**src/rtl/seg7_scan_driver.sv**
```systemverilog
// Eight-digit multiplexed 7-segment driver with per-frame input snapshot,
// anti-ghost guard cycle and per-digit blinking.
module seg7_scan_driver #(
   parameter int DIGITS     = 8,
   parameter int SLOT_TICKS = 2,
   parameter int GUARD      = 1,
   parameter int BLINK_HALF = 500
) (
   input  logic                  clk_1khz,
   input  logic                  rst,
   input  logic [4*DIGITS-1:0]   data_in,
   input  logic [DIGITS-1:0]     dp_in,
   input  logic [DIGITS-1:0]     blink_mask,
   output logic [6:0]            seg_n,
   output logic                  dp_n,
   output logic [DIGITS-1:0]     an_n,
   output logic [2:0]            digit_idx,
   output logic                  frame_start
);

   localparam int SW = (SLOT_TICKS > 1) ? $clog2(SLOT_TICKS) : 1;
   localparam int BW = (BLINK_HALF > 1) ? $clog2(BLINK_HALF) : 1;
   localparam logic [SW-1:0] SLOT_LAST  = SW'(SLOT_TICKS - 1);
   localparam logic [2:0]    DIG_LAST   = 3'(DIGITS - 1);
   localparam logic [BW-1:0] BLINK_LAST = BW'(BLINK_HALF - 1);

   logic [SW-1:0]         slot_cnt, slot_nxt;
   logic [2:0]            dig_nxt;
   logic [4*DIGITS-1:0]   snap, snap_nxt;
   logic [DIGITS-1:0]     dp_snap, dp_snap_nxt;
   logic [DIGITS-1:0]     blk_snap, blk_snap_nxt;
   logic [BW-1:0]         blink_cnt, blink_nxt;
   logic                  phase, phase_nxt;
   logic                  enter0;
   logic [3:0]            nib;
   logic [6:0]            seg_d;
   logic                  dp_d;
   logic [DIGITS-1:0]     an_d;
   logic                  blank;

   function automatic logic [6:0] decode(input logic [3:0] n);
      logic [6:0] s;
      unique case (n)
         4'h0: s = 7'h3F;
         4'h1: s = 7'h06;
         4'h2: s = 7'h5B;
         4'h3: s = 7'h4F;
         4'h4: s = 7'h66;
         4'h5: s = 7'h6D;
         4'h6: s = 7'h7D;
         4'h7: s = 7'h07;
         4'h8: s = 7'h7F;
         4'h9: s = 7'h6F;
         4'hA: s = 7'h77;
         4'hB: s = 7'h7C;
         4'hC: s = 7'h39;
         4'hD: s = 7'h5E;
         4'hE: s = 7'h40;
         default: s = 7'h00;
      endcase
      return s;
   endfunction

   // Outputs are computed from next-state values so they register on the
   // same edge as the counters and always match digit_idx/slot.
   always_comb begin
      slot_nxt = (slot_cnt == SLOT_LAST) ? '0 : slot_cnt + 1'b1;
      dig_nxt  = digit_idx;
      if (slot_cnt == SLOT_LAST)
         dig_nxt = (digit_idx == DIG_LAST) ? 3'd0 : digit_idx + 3'd1;
      enter0 = (slot_nxt == '0) && (dig_nxt == 3'd0);

      snap_nxt     = enter0 ? data_in    : snap;
      dp_snap_nxt  = enter0 ? dp_in      : dp_snap;
      blk_snap_nxt = enter0 ? blink_mask : blk_snap;

      blink_nxt = (blink_cnt == BLINK_LAST) ? '0 : blink_cnt + 1'b1;
      phase_nxt = (blink_cnt == BLINK_LAST) ? ~phase : phase;

      nib   = snap_nxt[{dig_nxt, 2'b00} +: 4];
      blank = phase_nxt && blk_snap_nxt[dig_nxt];
      for (int i = 0; i < DIGITS; i++)
         an_d[i] = (dig_nxt != 3'(i));
      seg_d = blank ? 7'h7F : ~decode(nib);
      dp_d  = blank ? 1'b1  : ~dp_snap_nxt[dig_nxt];
      if (GUARD != 0 && slot_nxt == '0) begin
         an_d  = '1;
         seg_d = 7'h7F;
         dp_d  = 1'b1;
      end
   end

   always_ff @(posedge clk_1khz or posedge rst) begin
      if (rst) begin
         slot_cnt    <= SLOT_LAST;
         digit_idx   <= DIG_LAST;
         snap        <= '1;
         dp_snap     <= '0;
         blk_snap    <= '0;
         blink_cnt   <= '0;
         phase       <= 1'b0;
         seg_n       <= 7'h7F;
         dp_n        <= 1'b1;
         an_n        <= '1;
         frame_start <= 1'b0;
      end else begin
         slot_cnt    <= slot_nxt;
         digit_idx   <= dig_nxt;
         snap        <= snap_nxt;
         dp_snap     <= dp_snap_nxt;
         blk_snap    <= blk_snap_nxt;
         blink_cnt   <= blink_nxt;
         phase       <= phase_nxt;
         seg_n       <= seg_d;
         dp_n        <= dp_d;
         an_n        <= an_d;
         frame_start <= enter0;
      end
   end

endmodule
```
**config.mk**
```make
export PLATFORM = sky130hd
export DESIGN_NAME = seg7_scan_driver
export DESIGN_NICKNAME = d
export VERILOG_FILES = /design/src/rtl/seg7_scan_driver.sv
export SDC_FILE = /design/constraint.sdc
export NUM_CORES = 1
export LEC_CHECK = 0
export ABC_AREA = 1
export BUFFER_PORTS_ARGS = -buffer_cell sky130_fd_sc_hd__buf_2
export CAP_MARGIN = 20
export CORE_AREA = 2 2 80 97
export CTS_CLUSTER_DIAMETER = 40
export DETAILED_ROUTE_END_ITERATION = 6
export DIE_AREA = 0 0 82 99
export PLACE_DENSITY = 0.92
export REMOVE_ABC_BUFFERS = 1
export SLEW_MARGIN = 40
export SYNTH_ARGS = -nofsm -noshare
export SYNTH_HDL_FRONTEND = slang
export SYNTH_SLANG_ARGS = --single-unit
```
**constraint.sdc**
```tcl
create_clock -name clk_1khz -period 4.1 [get_ports clk_1khz]
set_clock_uncertainty 0.05 [all_clocks]
set_input_delay 0.82 -clock clk_1khz [delete_from_list [all_inputs] [get_ports clk_1khz]]
set_output_delay 0.82 -clock clk_1khz [all_outputs]
set_load 0.02 [all_outputs]
```
# Word level (Yosys, flattened, before mapping)
# Memory sizes are Yosys's and may differ from the RTL's.
# Cells that the tools add are included.
[classes]
addsub = 3
n_mul = 0
div = 0
order_cmp = 1
eq_ne = 9
shifts = 1
mux = 17
n_bitwise = 4
reduce_logical = 4
[op_table]
columns = ["operator", "count"]
rows = [
  ["32-bit two-way mux", 1],
  ["32-bit by 6-bit variable part select with 4-bit output", 1],
  ["8-bit two-way mux", 3],
  ["7-bit two-way mux", 2],
  ["3-bit inequality test, second input constant", 4],
  ["9-bit by 1-bit adder with 9-bit output, second input constant", 1],
  ["9-bit == test, second input constant", 1],
  ["9-bit two-way mux", 1],
  ["7-bit inverter", 1],
  ["1-bit binary-select mux with 3-bit select", 2],
  ["1-bit two-way mux", 6],
  ["3-bit two-way mux", 2],
  ["3-bit by 2-bit inequality test with 1-bit output, second input constant", 2],
  ["3-bit by 4-bit < comparator with 1-bit output, second input constant", 1],
  ["3-bit by 1-bit adder with 3-bit output, second input constant", 1],
  ["3-bit == test, second input constant", 1],
  ["3-bit zero test", 1],
  ["3-bit by 1-bit inequality test with 1-bit output, second input constant", 1],
  ["1-bit inverter", 3],
  ["3-bit nonzero test", 1],
  ["1-bit logical AND", 2],
  ["1-bit adder, second input constant", 1],
]
[totals]
regBits = 79
latch_bits = 0
ram_bits = 0
mem_bits_ro = 112
out_inout_bits = 20
mem_count = 1
[mem_list]
columns = ["memory", "words", "word_bits", "rd", "rd_ports_with_merged_regs", "wr", "line_no", "source"]
rows = [
  ["(name not given)", 16, 7, 1, 0, 0, "43", "unique case (n)"],
]

# Depth between registers and ports, before layout
[logic_depth]
word_depth = 11
depth_mapped = 21

# Worst setup path after synthesis
# Ideal clock, no wire load.
[synth_timing]
path_type = "reg2reg"
from = "reg digit_idx[0]"
to = "reg seg_n[3]"
setup_time_ns = 0.064
t_arrival_ns = 2.651
required_time_ns = 3.986
slack_ns = 1.336
stages_incl_launch_ff = 18
n_path_buf = 2
path_cell_list = "dfstp_2 -> ha_1 -> ha_1 -> nor2_8 -> nand3_4 -> buf_6 -> buf_6 -> nand2_2 -> o211ai_2 -> nand2_1 -> inv_1 -> nand2_1 -> nand2_1 -> ha_1 -> nand3b_1 -> nand2_1 -> nand2_1 -> nand3_1"
[synth_via]
elab_chain_len = 11
[synth_rtl]
columns = ["element", "line_no", "source"]
rows = [
  ["start, declared", "17", "output logic [2:0] digit_idx,"],
  ["start signal, assigned", "108", "digit_idx <= dig_nxt;"],
  ["3-bit by 1-bit adder with 3-bit output or 3-bit == test (tied branches)", "70", "dig_nxt = (digit_idx == DIG_LAST) ? 3'd0 : digit_idx + 3'd1;"],
  ["3-bit two-way mux", "70", ""],
  ["3-bit two-way mux (*)", "69", "if (slot_cnt == SLOT_LAST)"],
  ["3-bit zero test", "71", "enter0 = (slot_nxt == '0) && (dig_nxt == 3'd0);"],
  ["1-bit logical AND", "71", ""],
  ["32-bit two-way mux or 8-bit two-way mux (tied branches)", "73, 75", ""],
  ["32-bit by 6-bit variable part select with 4-bit output or 1-bit binary-select mux with 3-bit select (tied branches)", "80, 81", ""],
  ["memory read 16 x 7 bit or 1-bit two-way mux (tied branches)", "--", ""],
  ["7-bit inverter or 1-bit logical AND (tied branches)", "84, 81", ""],
  ["7-bit two-way mux (*)", "84", "seg_d = blank ? 7'h7F : ~decode(nib);"],
  ["7-bit two-way mux (*)", "86", "if (GUARD != 0 && slot_nxt == '0) begin"],
  ["via seg_d[3]", "36", "logic [6:0] seg_d;"],
  ["end signal, assigned", "114", "seg_n <= seg_d;"],
  ["end, declared", "14", "output logic [6:0] seg_n,"],
]
# The timed path passes the listed nets; every way through them passes the cells marked *. The select of a mux whose other input is x is not followed.

# Final worst setup path
[layout_timing]
from = "reg digit_idx[0]"
to = "reg seg_n[3]"
[layout_via]
elab_chain_len = 11
[layout_rtl]
columns = ["element", "line_no", "source"]
rows = [
  ["3-bit by 1-bit adder with 3-bit output or 3-bit == test (tied branches)", "70", ""],
  ["3-bit two-way mux (*)", "70", ""],
  ["3-bit two-way mux (*)", "69", ""],
  ["via dig_nxt[1]", "28", "logic [2:0] dig_nxt;"],
  ["3-bit zero test", "71", ""],
  ["1-bit logical AND", "71", ""],
  ["32-bit two-way mux or 8-bit two-way mux (tied branches)", "73, 75", ""],
  ["32-bit by 6-bit variable part select with 4-bit output or 1-bit binary-select mux with 3-bit select (tied branches)", "80, 81", ""],
  ["memory read 16 x 7 bit or 1-bit two-way mux (tied branches)", "--", ""],
  ["7-bit inverter or 1-bit logical AND (tied branches)", "84, 81", ""],
  ["7-bit two-way mux (*)", "84", ""],
  ["7-bit two-way mux (*)", "86", ""],
  ["via seg_d[3]", "36", ""],
]
# Marks and branches as above.

==> reports/results.txt <==
Outcome -> finished, final reports clean
Synthesis-to-layout area growth -> 14.37%
Hold slack -> 433.1 ps
Clock Latency Late Sink -> 380 ps
Flops & latches, synth -> 79
Clock Path Buffers -> 2
Sequential power share -> 52.3%
Die Area -> 8118 um2
Htree depth -> 3
Final HPWL DP -> 6.618 mm
Largest net degree at the start of global routing -> 55
DR WL met2 -> 5.083 mm
Root buffer cell -> clkbuf_8
Synth top area share -> 32.69%
Mapped Area -> 4179 um2
1st-pass router iterations -> 5
Final period util -> 83.68%
DP Cell Count -> 650
Placement Setup Slack -> 759.9 ps
Slew @ Worst Pin -> 654.6 ps
Post-cts gate resize count -> 0
Met1 wire length -> 3.811 mm
GR Overflow Total -> 0
Syn Area/Cell -> 8.375 um2
Design area -> 4780 um2
Reg-to-reg startpoint -> digit_idx[0]$_DFF_PP1_
Horiz. Die Dim -> 82 um
Critical path peak fanout -> 54
GP Congestion -> 0.8858
Distinct cells, synth -> 38
Ys Warns -> 0
Fin. Hold Viols -> 0
Vias per cell -> 5.440
Switching power -> 0.3952 mW
Slew Viols, Final -> 0
WL/cell -> 14.93 um
Comb pwr share -> 8.3%
# port buffers -> 69
Final Net Count -> 630
First DRT Iteration DRCs -> 266
Final ANT Viol Nets -> 0
Int Pwr -> 1.201 mW
Worst slew margin -> 56.31%
Initial Util -> 58.47%
Initial antenna violation count -> 0
Reg2reg setup slack -> 670 ps
Post-CTS setup buffer count -> 0
Clock network power share -> 39.3%
CP endpoint kind -> flop
GRT Total Usage -> 27.46%
Min-delay worst type -> flop to flop
Unrepaired setup endpoints after global routing -> false
Placed Area -> 4563 um2
Detailed Route WL -> 9.946 mm
Core Util, Final -> 66.88%
Synth area leaders -> dfstp_2, dfrtp_1, nand2_1, nand3_1, inv_1
Top Layer Used -> met4
Worst hold path depth -> 2
Clock transition at path regs -> 80 ps
Critical R2R Capture -> seg_n[3]$_DFF_PP1_
Max cap viols -> 0
Vias in the first global route -> 3622
Hold Crit Start -> blk_snap[0]$_DFF_PP0_
R2R cell count -> 18
Met3 Wirelength -> 624 um
Sw frac -> 24.75%
Diode count -> 0
Setup ws final -> 669.2 ps
Routed vias -> 3623
CTS Hold Buffers Added -> 0
Filler cell count -> 522
Share of cells above drive strength 1 -> 30.56%
Num ports -> 70
Row count -> 34
Critical Path Start Type -> flop
Total power -> 1.597 mW
Core area -> 7147 um2
VDD IR-drop max -> 211.8 uV
Synth area leader -> dfstp_2
Cells after Synth -> 499
PD cells -> 334.0 nW/um2
CTS tree -> built
First-pass GRT wire length -> 16.81 mm
Worst EP required -> 4360 ps
Hold Path Sink -> blk_snap[0]$_DFF_PP0_
Worst endpoint data arrival time -> 3690 ps
Num CTS Buffers -> 9
Die height -> 99 um
DRC -> 0
Non-filler cells in the finished layout -> 666
Setup TNS -> 0 ps
Fin crit period -> 3431 ps
Maximum clock rate -> 291.5 MHz
TritonCTS Sinks -> 79
Final setup violation count -> 0
Setup CP Type -> flop to flop
Post-synthesis sequential area ratio -> 48.86%
Leakage -> 2.498 nW
[power by group through the flow]
stage | logic, mW | registers (mW) | clock network (mW)
final | 0.133 | 0.836 | 0.628
after global routing | 0.151 | 0.838 | 0.674
after CTS | 0.133 | 0.836 | 0.632
after detailed placement | 0.131 | 0.849 | 0
after global placement | 0.124 | 0.847 | 0
after floorplan | 0.0715 | 0.856 | 0
[state kept, by name, summed over array words and instances (netlist names), 3 cells and up]
register   flops
snap          32
blink_cnt      9
an_n           8
blk_snap       8
dp_snap        8
seg_n          7
digit_idx      3
[kinds of logic (layout without fill, tap and decap cells)]
family,count (synthesis),count (layout),share of synthesized area [%]
buffers and inverters,96,173,10.60
muxes,1,1,0.2395
and+or+nand+nor,267,267,30.00
DFF,79,79,48.86
xor gates and xnor gates,3,3,0.6289
adders and majority gates,9,9,2.695
AOI/OAI and AO/OA,44,44,6.976
[routing by layer]
metal	GRT usage, %	vias up
li1	-	1713
met1	33.13	1709
met2	44.40	158
met3	5.952	43
met4	16.15	0
met5	0	-
[placed cells by master, fill, tap and decap left out, drive strengths merged]
| cell type | synthesis | routed |
|---|---|---|
| nor3 | 2 | 2 |
| a211oi | 1 | 1 |
| a31oi | 2 | 2 |
| xnor2 | 1 | 1 |
| dfrtp | 27 | 27 |
| nor3b | 1 | 1 |
| nand2 | 139 | 139 |
| buf | 17 | 78 |
| nand4 | 1 | 1 |
| o22ai | 2 | 2 |
| nand3b | 10 | 10 |
| a21oi | 2 | 2 |
| nor2 | 33 | 33 |
| dfstp | 52 | 52 |
| clkinv | 0 | 2 |
| and2 | 9 | 9 |
| mux2i | 1 | 1 |
| o211ai | 7 | 7 |
| clkbuf | 0 | 11 |
| clkinvlp | 0 | 1 |
| nand3 | 69 | 69 |
| inv | 79 | 80 |
| o21ai | 19 | 19 |
| bufinv | 0 | 1 |
| o21a | 11 | 11 |
| ha | 9 | 9 |
| or2 | 3 | 3 |
| xor2 | 2 | 2 |
[layout make-up]
type | instances | area (um2) | share of cell area, %
tap | 90 | 112.6 | 2.356
timing repair buffer | 78 | 412.9 | 8.639
multi-input combinational | 324 | 1694 | 35.44
clock buffer | 11 | 152.6 | 3.194
sequential | 79 | 2042 | 42.72
inverter | 79 | 301.5 | 6.309
clock inverter | 5 | 63.81 | 1.335
[worst max path at each step]
stage	from	endpoint	slack (ps)	cells past startpoint
6_report	digit_idx[0]$_DFF_PP1_	seg_n[3]$_DFF_PP1_	670	18
5_1_grt	digit_idx[0]$_DFF_PP1_	seg_n[3]$_DFF_PP1_	400	17
4_1_cts	digit_idx[0]$_DFF_PP1_	seg_n[3]$_DFF_PP1_	710	18
3_5_place_dp	digit_idx[0]$_DFF_PP1_	seg_n[3]$_DFF_PP1_	760	17
3_3_place_gp	digit_idx[0]$_DFF_PP1_	seg_n[3]$_DFF_PP1_	1000	17
2_1_floorplan	digit_idx[0]$_DFF_PP1_	seg_n[3]$_DFF_PP1_	840	16
[worst max-delay path, stage by stage, from the launching register on]
cell	delay, ps
dfstp_2	590
ha_1	150
ha_1	150
inv_1	50
nand3_1	120
nand2_4	100
inv_4	80
nand3_4	450
nand2_1	320
o211ai_2	130
nand2_1	120
inv_1	50
nand2_1	60
nand2_1	140
ha_1	330
nand3b_1	210
nand2_1	110
nand2_1	50
nand3_1	80
[synth_stat cells (all sizes together)]
master	count
xor2	2
o211ai	7
a211oi	1
xnor2	1
or2	3
nand4	1
a31oi	2
nor3	2
o21a	11
a21oi	2
inv	79
nand3	69
buf	17
nand2	139
nor2	33
and2	9
nand3b	10
o22ai	2
o21ai	19
mux2i	1
nor3b	1
dfstp	52
dfrtp	27
ha	9
Power figures use the tool's default switching activity.
